File: config.mk
export PLATFORM = sky130hd
export DESIGN_NAME = packet_splitter_flat
export DESIGN_NICKNAME = d
export VERILOG_FILES = /design/src/rtl/packet_splitter_if.sv /design/src/rtl/packet_splitter.sv /design/src/flat_wrapper.sv
export SDC_FILE = /design/constraint.sdc
export NUM_CORES = 1
export LEC_CHECK = 0
export CAP_MARGIN = 10
export CORE_MARGIN = 2
export CORE_UTILIZATION = 64
export DETAILED_ROUTE_END_ITERATION = 10
export GPL_TIMING_DRIVEN = 1
export PLACE_DENSITY = 0.87
export SYNTH_ARGS = -nofsm -noshare
export SYNTH_HDL_FRONTEND = slang
export SYNTH_SLANG_ARGS = --single-unit
File: constraint.sdc
create_clock -name clk -period 5.16 [get_ports clk]
set_input_delay 0.774 -clock clk [delete_from_list [all_inputs] [get_ports clk]]
set_output_delay 0.774 -clock clk [all_outputs]
set_load 0.02 [all_outputs]
File: src/rtl/packet_splitter_if.sv
// Core-side send port and NoC injection port of the packet splitter.
// The core/NoC side uses the master modport; the splitter uses the slave modport.
interface packet_splitter_if #(
  parameter int NODE_W  = 3,
  parameter int ID_W    = 5,
  parameter int PAYLOAD = 32,
  parameter int FLIT_W  = 22
);
  logic               pkt_valid;
  logic               pkt_ready;
  logic [PAYLOAD-1:0] pkt_data;
  logic [NODE_W-1:0]  pkt_dest;
  logic [ID_W-1:0]    pkt_id_out;
  logic [FLIT_W-1:0]  flit_out;
  logic               flit_ready;
  logic               busy;

  modport master (
    output pkt_valid, pkt_data, pkt_dest, flit_ready,
    input  pkt_ready, pkt_id_out, flit_out, busy
  );

  modport slave (
    input  pkt_valid, pkt_data, pkt_dest, flit_ready,
    output pkt_ready, pkt_id_out, flit_out, busy
  );
endinterface

File: src/rtl/packet_splitter.sv
// Transmit side of the flit link: queues whole packets, tags them with
// source/destination/id and serialises each into FLIT_COUNT flits, MS chunk first.
//
// state | meaning
// IDLE  | no packet loaded, flit valid bit low
// SEND  | output register holds the FIFO head, flit idx_q is being offered
//
// The head entry stays in the FIFO until its last flit is taken, so the FIFO
// depth is the total number of packets the block can hold.
module packet_splitter #(
  parameter int NODE_COUNT      = 8,
  parameter int NODE_ID         = 0,
  parameter int PACKET_ID_WIDTH = 5,
  parameter int QUEUE_DEPTH     = 4,
  parameter int PAYLOAD         = 32,
  parameter int FLIT_PAYLOAD    = 8
) (
  input  logic             clk,
  input  logic             rst_n,
  input  logic             ce,
  packet_splitter_if.slave bus
);
  localparam int NODE_W     = $clog2(NODE_COUNT);
  localparam int ID_W       = PACKET_ID_WIDTH;
  localparam int FLIT_COUNT = (PAYLOAD + FLIT_PAYLOAD - 1) / FLIT_PAYLOAD;
  localparam int IDX_W      = (FLIT_COUNT > 1) ? $clog2(FLIT_COUNT) : 1;
  localparam int PAD_TOTAL  = FLIT_COUNT * FLIT_PAYLOAD;
  localparam int PAD_W      = PAD_TOTAL - PAYLOAD;
  localparam int AW         = $clog2(QUEUE_DEPTH);
  localparam int ENTRY_W    = PAYLOAD + NODE_W + ID_W;
  localparam int FLIT_W     = 1 + NODE_W + IDX_W + FLIT_PAYLOAD + ID_W + NODE_W;
  localparam logic [IDX_W-1:0] LAST_IDX = IDX_W'(FLIT_COUNT - 1);

  typedef enum logic {IDLE, SEND} state_t;

  state_t state_q, state_d;

  logic [ENTRY_W-1:0] mem_q [QUEUE_DEPTH];
  logic [AW:0]        wr_ptr_q, rd_ptr_q, rd_nxt, count;
  logic               full, empty, has_next;
  logic               push, pop;
  logic [ID_W-1:0]    id_cnt_q;

  logic [PAYLOAD-1:0] pkt_q, pkt_d;
  logic [NODE_W-1:0]  dest_q, dest_d;
  logic [ID_W-1:0]    id_q, id_d;
  logic [NODE_W-1:0]  start_q, start_d;
  logic [IDX_W-1:0]   idx_q, idx_d;

  logic [ENTRY_W-1:0] head_entry, next_entry;
  logic [PAD_TOTAL-1:0] padded, shifted;
  logic [FLIT_PAYLOAD-1:0] chunk;

  assign full     = (wr_ptr_q[AW] != rd_ptr_q[AW]) && (wr_ptr_q[AW-1:0] == rd_ptr_q[AW-1:0]);
  assign empty    = (wr_ptr_q == rd_ptr_q);
  assign count    = wr_ptr_q - rd_ptr_q;
  assign has_next = (count > (AW+1)'(1));
  assign rd_nxt   = rd_ptr_q + (AW+1)'(1);

  assign head_entry = mem_q[rd_ptr_q[AW-1:0]];
  assign next_entry = mem_q[rd_nxt[AW-1:0]];

  // Ready is forced low while reset is held; a full FIFO never writes through.
  assign bus.pkt_ready  = rst_n & ~full;
  assign push           = ce & bus.pkt_valid & bus.pkt_ready;
  assign bus.pkt_id_out = id_cnt_q;
  assign bus.busy       = ~empty | (state_q == SEND);

  // Packet FIFO storage and pointers.
  always_ff @(posedge clk or negedge rst_n) begin
    if (!rst_n) begin
      wr_ptr_q <= '0;
      rd_ptr_q <= '0;
      for (int i = 0; i < QUEUE_DEPTH; i++) mem_q[i] <= '0;
    end else begin
      if (push) begin
        mem_q[wr_ptr_q[AW-1:0]] <= {bus.pkt_data, bus.pkt_dest, id_cnt_q};
        wr_ptr_q <= wr_ptr_q + (AW+1)'(1);
      end
      if (pop) rd_ptr_q <= rd_nxt;
    end
  end

  // Packet id counter, wraps naturally at 2^ID_W.
  always_ff @(posedge clk or negedge rst_n) begin
    if (!rst_n) id_cnt_q <= '0;
    else if (push) id_cnt_q <= id_cnt_q + ID_W'(1);
  end

  // FSM state and output register.
  always_ff @(posedge clk or negedge rst_n) begin
    if (!rst_n) begin
      state_q <= IDLE;
      pkt_q   <= '0;
      dest_q  <= '0;
      id_q    <= '0;
      start_q <= '0;
      idx_q   <= '0;
    end else begin
      state_q <= state_d;
      pkt_q   <= pkt_d;
      dest_q  <= dest_d;
      id_q    <= id_d;
      start_q <= start_d;
      idx_q   <= idx_d;
    end
  end

  // Next-state: load the head, step through flits, reload without a bubble.
  always_comb begin
    state_d = state_q;
    pkt_d   = pkt_q;
    dest_d  = dest_q;
    id_d    = id_q;
    start_d = start_q;
    idx_d   = idx_q;
    pop     = 1'b0;
    if (ce) begin
      case (state_q)
        IDLE: begin
          if (!empty) begin
            {pkt_d, dest_d, id_d} = head_entry;
            start_d = NODE_W'(NODE_ID);
            idx_d   = '0;
            state_d = SEND;
          end
        end
        SEND: begin
          if (bus.flit_ready) begin
            if (idx_q == LAST_IDX) begin
              pop = 1'b1;
              if (has_next) begin
                {pkt_d, dest_d, id_d} = next_entry;
                idx_d = '0;
              end else begin
                state_d = IDLE;
              end
            end else begin
              idx_d = idx_q + IDX_W'(1);
            end
          end
        end
        default: state_d = IDLE;
      endcase
    end
  end

  // Chunk select: left-align the packet so a short last chunk is zero-padded low.
  always_comb begin
    padded  = PAD_TOTAL'(pkt_q) << PAD_W;
    shifted = padded << (int'(idx_q) * FLIT_PAYLOAD);
    chunk   = shifted[PAD_TOTAL-1 -: FLIT_PAYLOAD];
  end

  assign bus.flit_out = {(state_q == SEND), dest_q, idx_q, chunk, id_q, start_q};

endmodule

File: src/flat_wrapper.sv
// flat-port wrapper written by rule: the top's interface ports become plain ports
module packet_splitter_flat 
#(
  parameter int NODE_COUNT      = 8,
  parameter int NODE_ID         = 0,
  parameter int PACKET_ID_WIDTH = 5,
  parameter int QUEUE_DEPTH     = 4,
  parameter int PAYLOAD         = 32,
  parameter int FLIT_PAYLOAD    = 8
)
  (clk, rst_n, ce, bus_pkt_valid, bus_pkt_data, bus_pkt_dest, bus_flit_ready, bus_pkt_ready, bus_pkt_id_out, bus_flit_out, bus_busy);
  packet_splitter_if #(.NODE_W((3)), .ID_W((5)), .PAYLOAD(PAYLOAD), .FLIT_W((22))) bus_i ();
  input  logic clk;
  input  logic rst_n;
  input  logic ce;
  input wire logic [$bits(bus_i.pkt_valid)-1:0] bus_pkt_valid;
  input wire logic [$bits(bus_i.pkt_data)-1:0] bus_pkt_data;
  input wire logic [$bits(bus_i.pkt_dest)-1:0] bus_pkt_dest;
  input wire logic [$bits(bus_i.flit_ready)-1:0] bus_flit_ready;
  output wire logic [$bits(bus_i.pkt_ready)-1:0] bus_pkt_ready;
  output wire logic [$bits(bus_i.pkt_id_out)-1:0] bus_pkt_id_out;
  output wire logic [$bits(bus_i.flit_out)-1:0] bus_flit_out;
  output wire logic [$bits(bus_i.busy)-1:0] bus_busy;
  assign bus_i.pkt_valid = bus_pkt_valid;
  assign bus_i.pkt_data = bus_pkt_data;
  assign bus_i.pkt_dest = bus_pkt_dest;
  assign bus_i.flit_ready = bus_flit_ready;
  assign bus_pkt_ready = bus_i.pkt_ready;
  assign bus_pkt_id_out = bus_i.pkt_id_out;
  assign bus_flit_out = bus_i.flit_out;
  assign bus_busy = bus_i.busy;
  packet_splitter #(.NODE_COUNT(NODE_COUNT), .NODE_ID(NODE_ID), .PACKET_ID_WIDTH(PACKET_ID_WIDTH), .QUEUE_DEPTH(QUEUE_DEPTH), .PAYLOAD(PAYLOAD), .FLIT_PAYLOAD(FLIT_PAYLOAD)) u_core (.clk(clk), .rst_n(rst_n), .ce(ce), .bus(bus_i));
endmodule
Yosys cells after proc, flatten, opt, wreduce, memory -nomap -nowiden
Cells that the tools add are included.
{"block": "op_classes", "add_sub_neg": 5, "multipliers": 0, "div": 0, "n_lt_le_gt_ge": 5, "eq_ne": 9, "shift": 1, "muxes": 38, "bitwise_logic": 10, "reduce_logical": 4}
{"op": "40-bit 2-to-1 mux", "n": 5}
{"op": "40-bit binary-select mux with 2-bit select", "n": 2}
{"op": "160-bit bitwise mux", "n": 1}
{"op": "32-bit 2-to-1 mux", "n": 4}
{"op": "40-bit demux with 2-bit select", "n": 1}
{"op": "32-bit case mux with 2 select lines", "n": 1}
{"op": "32-bit by 5-bit left shift with 32-bit output", "n": 1}
{"op": "5-bit 2-to-1 mux", "n": 4}
{"op": "3-bit 2-to-1 mux", "n": 4}
{"op": "5-bit case mux with 2 select lines", "n": 1}
{"op": "3-bit >= comparator, second input constant", "n": 3}
{"op": "2-bit NOT with 3-bit output", "n": 3}
{"op": "1-bit 2-to-1 mux", "n": 8}
{"op": "2-bit 2-to-1 mux", "n": 4}
{"op": "2-bit inequality test, second input constant", "n": 4}
{"op": "3-bit by 1-bit adder with 3-bit output, second input constant", "n": 2}
{"op": "3-bit case mux with 2 select lines", "n": 1}
{"op": "5-bit by 1-bit adder with 5-bit output, second input constant", "n": 1}
{"op": "5-bit AND reduction", "n": 1}
{"op": "2-bit case mux with 2 select lines", "n": 1}
{"op": "4-bit AND reduction", "n": 1}
{"op": "1-bit AND", "n": 3}
{"op": "3-bit == test", "n": 1}
{"op": "3-bit by 1-bit > comparator with 1-bit output, second input constant", "n": 1}
{"op": "other kinds (11)", "n": 14}
{"block": "totals", "ff_bits": 214, "latch_bits": 0, "mem_bits_rw": 0, "mem_bits_ro": 0, "inputBits": 40, "output_inout_bits": 29, "wordCells": 84, "memories": 0}

Longest topological paths before layout
Gate-level depths: netlist (run 1).
{"block": "logic_depth", "ltp_word": 9, "depth_mapped": 10, "depth_no_buf": 7}

Worst setup path after synthesis (run 1)
Ideal clock, no wire load.
{"block": "synth_timing", "path_kind": "reg-to-output", "startpoint": "register u_core.rd_ptr_q[1]", "endpoint": "output port bus_busy", "t_arrival_ps": 1798, "required_time_ps": 4386, "slack_ps": 2588, "path_stages_with_launch": 7, "n_path_buf": 2, "path_cell_list": "dfrtp_1 clkbuf_1 clkbuf_1 inv_1 ha_1 nand2_1 or3_1"}
{"block": "synth_between", "elab_chain_cells": 3}
{"item": "start, declared", "line": "packet_splitter.sv:39", "rtl": "logic [AW:0] wr_ptr_q, rd_ptr_q, rd_nxt, count;"}
{"item": "start signal, assigned", "line": "packet_splitter.sv:80", "rtl": "if (pop) rd_ptr_q <= rd_nxt;"}
{"item": "3-bit == test", "line": "packet_splitter.sv:55", "rtl": "assign empty = (wr_ptr_q == rd_ptr_q);"}
{"item": "1-bit NOT", "line": "packet_splitter.sv:67", "rtl": "assign bus.busy = ~empty | (state_q == SEND);"}
{"item": "1-bit OR", "line": "packet_splitter.sv:67"}
{"item": "end, declared", "line": "flat_wrapper.sv:23", "rtl": "output wire logic [$bits(bus_i.busy)-1:0] bus_busy;"}
Every way passes these cells.

Final worst setup path (run 1)
Same ends and word-level chain as after synthesis.

==> results of run 1 <==
how the worst max path moves through the flow:
| stage | from | end | cells past startpoint |
|---|---|---|---|
| after CTS | u_core.rd_ptr_q[1] | bus_busy | 5 |
| final | u_core.rd_ptr_q[1] | bus_busy | 5 |
| after global routing | u_core.rd_ptr_q[1] | bus_busy | 5 |
| after global placement | rst_n | bus_pkt_ready | 4 |
| after detailed placement | rst_n | bus_pkt_ready | 4 |
| after floorplan | u_core.rd_ptr_q[1] | bus_busy | 6 |
logic make-up after synthesis:
family                   count (synthesis)
other                                    1
multiplexers                           250
AND/OR/NAND/NOR                         85
XOR/XNOR                                10
buffers and inverters                   61
adder cells (fa/ha/maj)                 10
flip-flops                             214
AO/OA/AOI/OAI                           55
registers in the layout, summed over array words and instances, names as in the netlist:
name,cells
u_core.mem_q,160
u_core.padded,32
u_core.bus.pkt_id_out,5
u_core.id_q,5
u_core.dest_q,3
u_core.rd_ptr_q,3
u_core.wr_ptr_q,3
u_core.idx_q,2
u_core.state_q,1
layer usage:
layer | wire length, µm | GRT usage, %
met1 | 9530 | 38.2
met5 | 0 | 0
met4 | 672 | 9.69
met3 | 1290 | 4.91
met2 | 12300 | 47.1
power by group through the flow:
stage	Combinational [mW]	Sequential (mW)	Clock, mW
final	3.28	3.30	1.56
after floorplan	2.63	2.93	0
after CTS	3.31	3.27	1.58
after global routing	3.52	3.37	1.66
after global placement	3.15	3.17	0
after detailed placement	3.28	3.28	0
stage by stage:
stage	hold WS (ns)	total power, mW	cell area [µm²]
4_1_cts	0.372	8.16	12200
3_5_place_dp	0.500	6.56	11500
5_1_grt	0.400	8.55	12200
3_3_place_gp	0.487	6.32	11500
2_1_floorplan	0.474	5.56	10700
6_report	0.344	8.13	12200
cell type report:
| type | count | area [µm²] | share of cell area, % |
|---|---|---|---|
| clock buffers | 35 | 681 | 5.58 |
| well taps | 220 | 275 | 2.26 |
| flip-flops and latches | 214 | 5360 | 44.0 |
| repair buffers | 75 | 742 | 6.08 |
| inverters | 6 | 22.5 | 0.185 |
| clock inverters | 7 | 41.3 | 0.339 |
| multi-input cells | 413 | 5070 | 41.6 |
cell usage in the layout (no fill, tap or decap), types with 2 or more instances in the layout:
master,count
clkbuf_16,23
clkbuf_8,7
conb_1,3
clkinv_2,5
nand2_1,7
inv_1,6
a221o_2,3
nand4_1,3
nor2b_1,11
mux2_2,157
clkdlybuf4s50_1,64
dfrtp_1,212
o22ai_1,8
ha_1,8
and2b_1,21
xnor2_1,6
clkbuf_1,6
o31ai_1,3
nand2_2,4
mux4_2,88
o31a_1,2
nor3_1,16
xor2_1,3
mux2_1,5
nand2b_1,8
a221o_1,29
buf_4,9
nor2_1,11
==> impl_metrics.py, run 1 <==
metrics = {
    "run_status": {
        "status": "completed",
    },
    "logic_synthesis": {
        "synthTopCellsByCount": "dfrtp_1, mux2_2, mux4_2, a221o_1, and2b_1",
        "ys_ff_latch": 214,
        "async_flop_share_pct": 100,
        "synthTopCellsByArea": "dfrtp_1, mux4_2, mux2_2",
        "synth_top_family_by_area": "multiplexers",
        "synthCells": 686,
        "synth_cell_types": 42,
        "avgSynthCellArea_um2": 15.6,
        "synthMuxAreaShare_pct": 35.5,
        "yosys.area.top_type_share_pct": 49.9,
        "ys_seq_area_share_pct": 49.9,
        "yosysWarnings": 0,
        "synth_compound_area_share_pct": 4.82,
        "synth-simple-area-share_pct": 4.55,
        "synth_top_cell_by_area": "dfrtp_1",
        "synth_fa_ha_area_share_pct": 1.24,
        "synth-xor-area-share_pct": 0.956,
        "yosysMostFrequentCell": "dfrtp_1",
        "yosys_most_used_dff": "dfrtp_1",
        "synth_area_um2": 10700,
        "synth-edff-count": 0,
    },
    "routing": {
        "finalWirelength_um": 23800,
        "vias_per_cell": 6.71,
        "first_pass_iters": 4,
        "antenna_left": 0,
        "wl_per_cell_um": 24.5,
        "drc": 0,
        "route.vias.total": 6513,
        "drtIter0Drc": 500,
    },
    "sta": {
        "rsz0062_at_grt": "no",
        "period_share_pct": 69.4,
        "tightestPinTransition_ns": 1.08,
        "finalClockSkew_ns": 0.0160,
        "setup_tns_ns": 0,
        "max_freq_mhz": 279,
        "maxSlewViolCount": 0,
        "setup_viol": 0,
        "maxSlewHeadroom_pct": 27.9,
        "hold_viol": 0,
        "fin_crit_ns": 3.58,
        "setup_ws_ns": 1.58,
    },
    "power_and_ir_drop": {
        "p_leak_nw": 5.21,
        "p_int_mw": 5.45,
        "p_sw_share_pct": 33.0,
        "p_seq_share_pct": 40.5,
        "switchingPower_mw": 2.68,
        "pwr-share-clk_pct": 19.2,
        "combPwrFrac_pct": 40.3,
        "power_density_nw_per_um2": 667,
        "peakVddDrop_mv": 0.440,
    },
    "placement": {
        "portBuffers": 65,
        "dpl_worst_slack_ns": 1.96,
        "dpl.hpwl_um": 14600,
        "place_congestion": 0.782,
        "dp_cells": 928,
    },
    "worst_setup_path": {
        "cp_slowest_cell": "dfrtp_2",
        "cp_top_family": "flip-flops",
        "ff2ff_setup_slack_ns": 2.02,
        "reg2reg_depth": 5,
        "path_max_fanout": 25,
        "crit_chain": "inv_1 > ha_1 > nand2_1 > or3_1 > clkdlybuf4s50_1",
        "r2r-end": "u_core.padded[10]",
        "crit-reg2reg-launch": "u_core.rd_ptr_q[1]",
        "endpoint_kind": "primary output",
        "critPathMaxStageDelay_ns": 0.88,
        "required_ns": 4.39,
        "start_kind": "flip-flop",
        "critical_path_class": "reg2out",
        "arrival_ns": 2.81,
        "cp.buffers_inverters": 2,
    },
    "global_routing": {
        "antenna_found_initial": 0,
        "overflow": 0,
        "grt_max_degree": 101,
        "grt_pass1_wl_um": 38900,
        "grt_usage_pct": 28.2,
        "first_global_vias": 7163,
    },
    "clocking": {
        "h-tree-depth": 1,
        "clock_sinks": 214,
        "clk_latency_ns": 0.51,
        "postCtsSetupBuffers": 0,
        "cts.hold.buffers_added": 0,
        "cts_max_path_buffers": 3,
        "clkTransAtPathRegs_ns": 0.06,
        "cts_root_buf": "clkbuf_16",
        "cts_buffers": 23,
        "tritoncts": "yes",
        "cts_resized": 0,
    },
    "floorplanning": {
        "die_area_um2": 17800,
        "initial_core_util_pct": 65.2,
        "dieWidth_um": 133,
        "coreArea_um2": 16500,
        "die_height_um": 133,
        "num_rows": 47,
        "io_pins": 69,
    },
    "worst_hold_path": {
        "min-delay-path-class": "in2async",
    },
    "finish": {
        "diodes": 0,
        "synthToLayoutAreaGrowth_pct": 13.7,
        "layoutNonFillerInstCount": 970,
        "fin_util_pct": 74.1,
        "nets": 783,
        "drive_gt1_share_pct": 41.3,
        "num-fill-cells": 988,
    },
    "run": {
        "max_cap_viol_count": 0,
    },
}
(Power assumes the default switching activity.)
==> run 2, diff against run 1 <==
--- a/config.mk
+++ b/config.mk
@@ -7,10 +7,10 @@
 export LEC_CHECK = 0
 export CAP_MARGIN = 10
 export CORE_MARGIN = 2
-export CORE_UTILIZATION = 64
+export CORE_UTILIZATION = 54
 export DETAILED_ROUTE_END_ITERATION = 10
 export GPL_TIMING_DRIVEN = 1
-export PLACE_DENSITY = 0.87
+export PLACE_DENSITY = 0.79
 export SYNTH_ARGS = -nofsm -noshare
 export SYNTH_HDL_FRONTEND = slang
 export SYNTH_SLANG_ARGS = --single-unit
==> constraint.sdc (replaced) <==
create_clock -name clk -period 3.2 [get_ports clk]
set_input_delay 0.48 -clock clk [delete_from_list [all_inputs] [get_ports clk]]
set_output_delay 0.48 -clock clk [all_outputs]
set_load 0.02 [all_outputs]
==> impl_metrics.py, run 2 (synthesis gave the netlist of run 1 again) <==
metrics = {
    "sta": {
        "setup_tns_ns": 0,
        "finalClockSkew_ns": 0.0211,
        "max_freq_mhz": 330,
        "setup_viol": 0,
        "hold_viol": 0,
        "maxSlewViolCount": 0,
        "period_share_pct": 94.6,
        "rsz0062_at_grt": "no",
        "fin_crit_ns": 3.03,
        "timing.hold.ws_ns": 0.195,
        "setup_ws_ns": 0.172,
        "maxSlewHeadroom_pct": 42.8,
        "tightestPinTransition_ns": 0.858,
    },
    "clocking": {
        "cts_root_buf": "clkbuf_16",
        "postCtsSetupBuffers": 0,
        "clock_sinks": 214,
        "cts.hold.buffers_added": 0,
        "cts_buffers": 23,
        "clkTransAtPathRegs_ns": 0.06,
        "clk_latency_ns": 0.51,
        "h-tree-depth": 1,
        "cts_max_path_buffers": 3,
        "tritoncts": "yes",
        "cts_resized": 0,
    },
    "floorplanning": {
        "die_area_um2": 21000,
        "die_height_um": 145,
        "coreArea_um2": 19500,
        "initial_core_util_pct": 55.1,
        "dieWidth_um": 145,
        "io_pins": 69,
        "num_rows": 51,
    },
    "power_and_ir_drop": {
        "p_leak_nw": 5.28,
        "p_seq_share_pct": 39.0,
        "p_sw_share_pct": 32.3,
        "combPwrFrac_pct": 41.4,
        "peakVddDrop_mv": 0.615,
        "power_density_nw_per_um2": 1060,
        "switchingPower_mw": 4.24,
        "power_mw": 13.1,
        "p_int_mw": 8.89,
        "pwr-share-clk_pct": 19.7,
    },
    "finish": {
        "num-fill-cells": 1366,
        "stdcell_area_um2": 12400,
        "synthToLayoutAreaGrowth_pct": 15.2,
        "fin_util_pct": 63.5,
        "diodes": 0,
        "largest_reg_flops": 160,
        "layout.cells.most_common": "dfrtp_1",
        "top_register": "u_core.mem_q",
        "drive_gt1_share_pct": 41.9,
        "layoutNonFillerInstCount": 1020,
        "nets": 790,
        "seq_area_um2": 5360,
        "multi_input_area_um2": 5070,
        "final_cell_mix": "dfrtp_1, mux2_2, mux4_2, clkdlybuf4s50_1, a221o_1",
    },
    "placement": {
        "dp_cells": 980,
        "dpl.hpwl_um": 14800,
        "place_congestion": 0.810,
        "dpl_worst_slack_ns": 0.481,
        "portBuffers": 65,
        "place_area_um2": 11600,
    },
    "run": {
        "max_cap_viol_count": 0,
    },
    "worst_setup_path": {
        "path_max_fanout": 16,
        "critPathMaxStageDelay_ns": 0.54,
        "arrival_ns": 2.55,
        "endpoint_kind": "primary output",
        "crit_chain": "buf_4 > inv_1 > ha_1 > nand2_1 > or3_1 > clkdlybuf4s50_1",
        "required_ns": 2.72,
        "critical_path_class": "reg2out",
        "start_kind": "flip-flop",
        "cp_slowest_cell": "clkdlybuf4s50_1",
    },
    "global_routing": {
        "grt_usage_pct": 23.3,
        "grt_max_degree": 154,
        "grt_pass1_wl_um": 38800,
        "overflow": 0,
        "first_global_vias": 6937,
        "antenna_found_initial": 1,
    },
    "routing": {
        "wl_per_cell_um": 23.1,
        "antenna_left": 0,
        "drtIter0Drc": 416,
        "first_pass_iters": 5,
        "finalWirelength_um": 23600,
        "route.vias.total": 6337,
        "drc": 0,
        "vias_per_cell": 6.21,
    },
    "run_status": {
        "status": "completed",
    },
    "worst_hold_path": {
        "min-delay-path-class": "in2async",
    },
}
## run 2: cell type report
cell class,instances,area share [%]
tap,265,2.68
sequential,214,43.4
timing repair buffer,82,6.83
clock inverter,6,0.445
clock buffer,34,5.48
inverter,6,0.182
multi-input combinational,413,41.0
## run 2: routing by layer
metal,share of wire [%],vias to the layer above,global-route usage [%]
met3,4.7,28,3.21
li1,-,2760,-
met1,41,3402,30.4
met4,2.1,0,6.24
met5,0,-,0
met2,52,147,41.2
## run 2: critical path, delay by kind of cell (launching register included)
family / cells / cell delay, ns
buf+inv: 3 / 0.90
flops: 1 / 0.38
fa+ha+maj: 1 / 0.34
simple gates: 2 / 0.44
## run 2: path summary, 6_finish.rpt
check	start	endpoint	slack, ns	cells past startpoint
max	u_core.rd_ptr_q[1]	bus_busy	0.17	6
min	rst_n	u_core.mem_q[94]	0.20	2
max reg2reg	u_core.wr_ptr_q[0]	u_core.padded[3]	0.48	7
min reg2reg	u_core.mem_q[59]	u_core.mem_q[59]	0.52	1
max in group asynchronous	rst_n	u_core.rd_ptr_q[0]	1.70	3
min in group clk	u_core.mem_q[59]	u_core.mem_q[59]	0.52	1
## run 2: power by group through the flow
stage	sequential, mW	clock (mW)	combinational, mW
3_3_place_gp	4.95	0	5.30
4_1_cts	5.10	2.62	5.50
5_1_grt	5.27	2.75	5.84
2_1_floorplan	4.73	0	4.24
3_5_place_dp	5.13	0	5.47
6_report	5.12	2.58	5.43
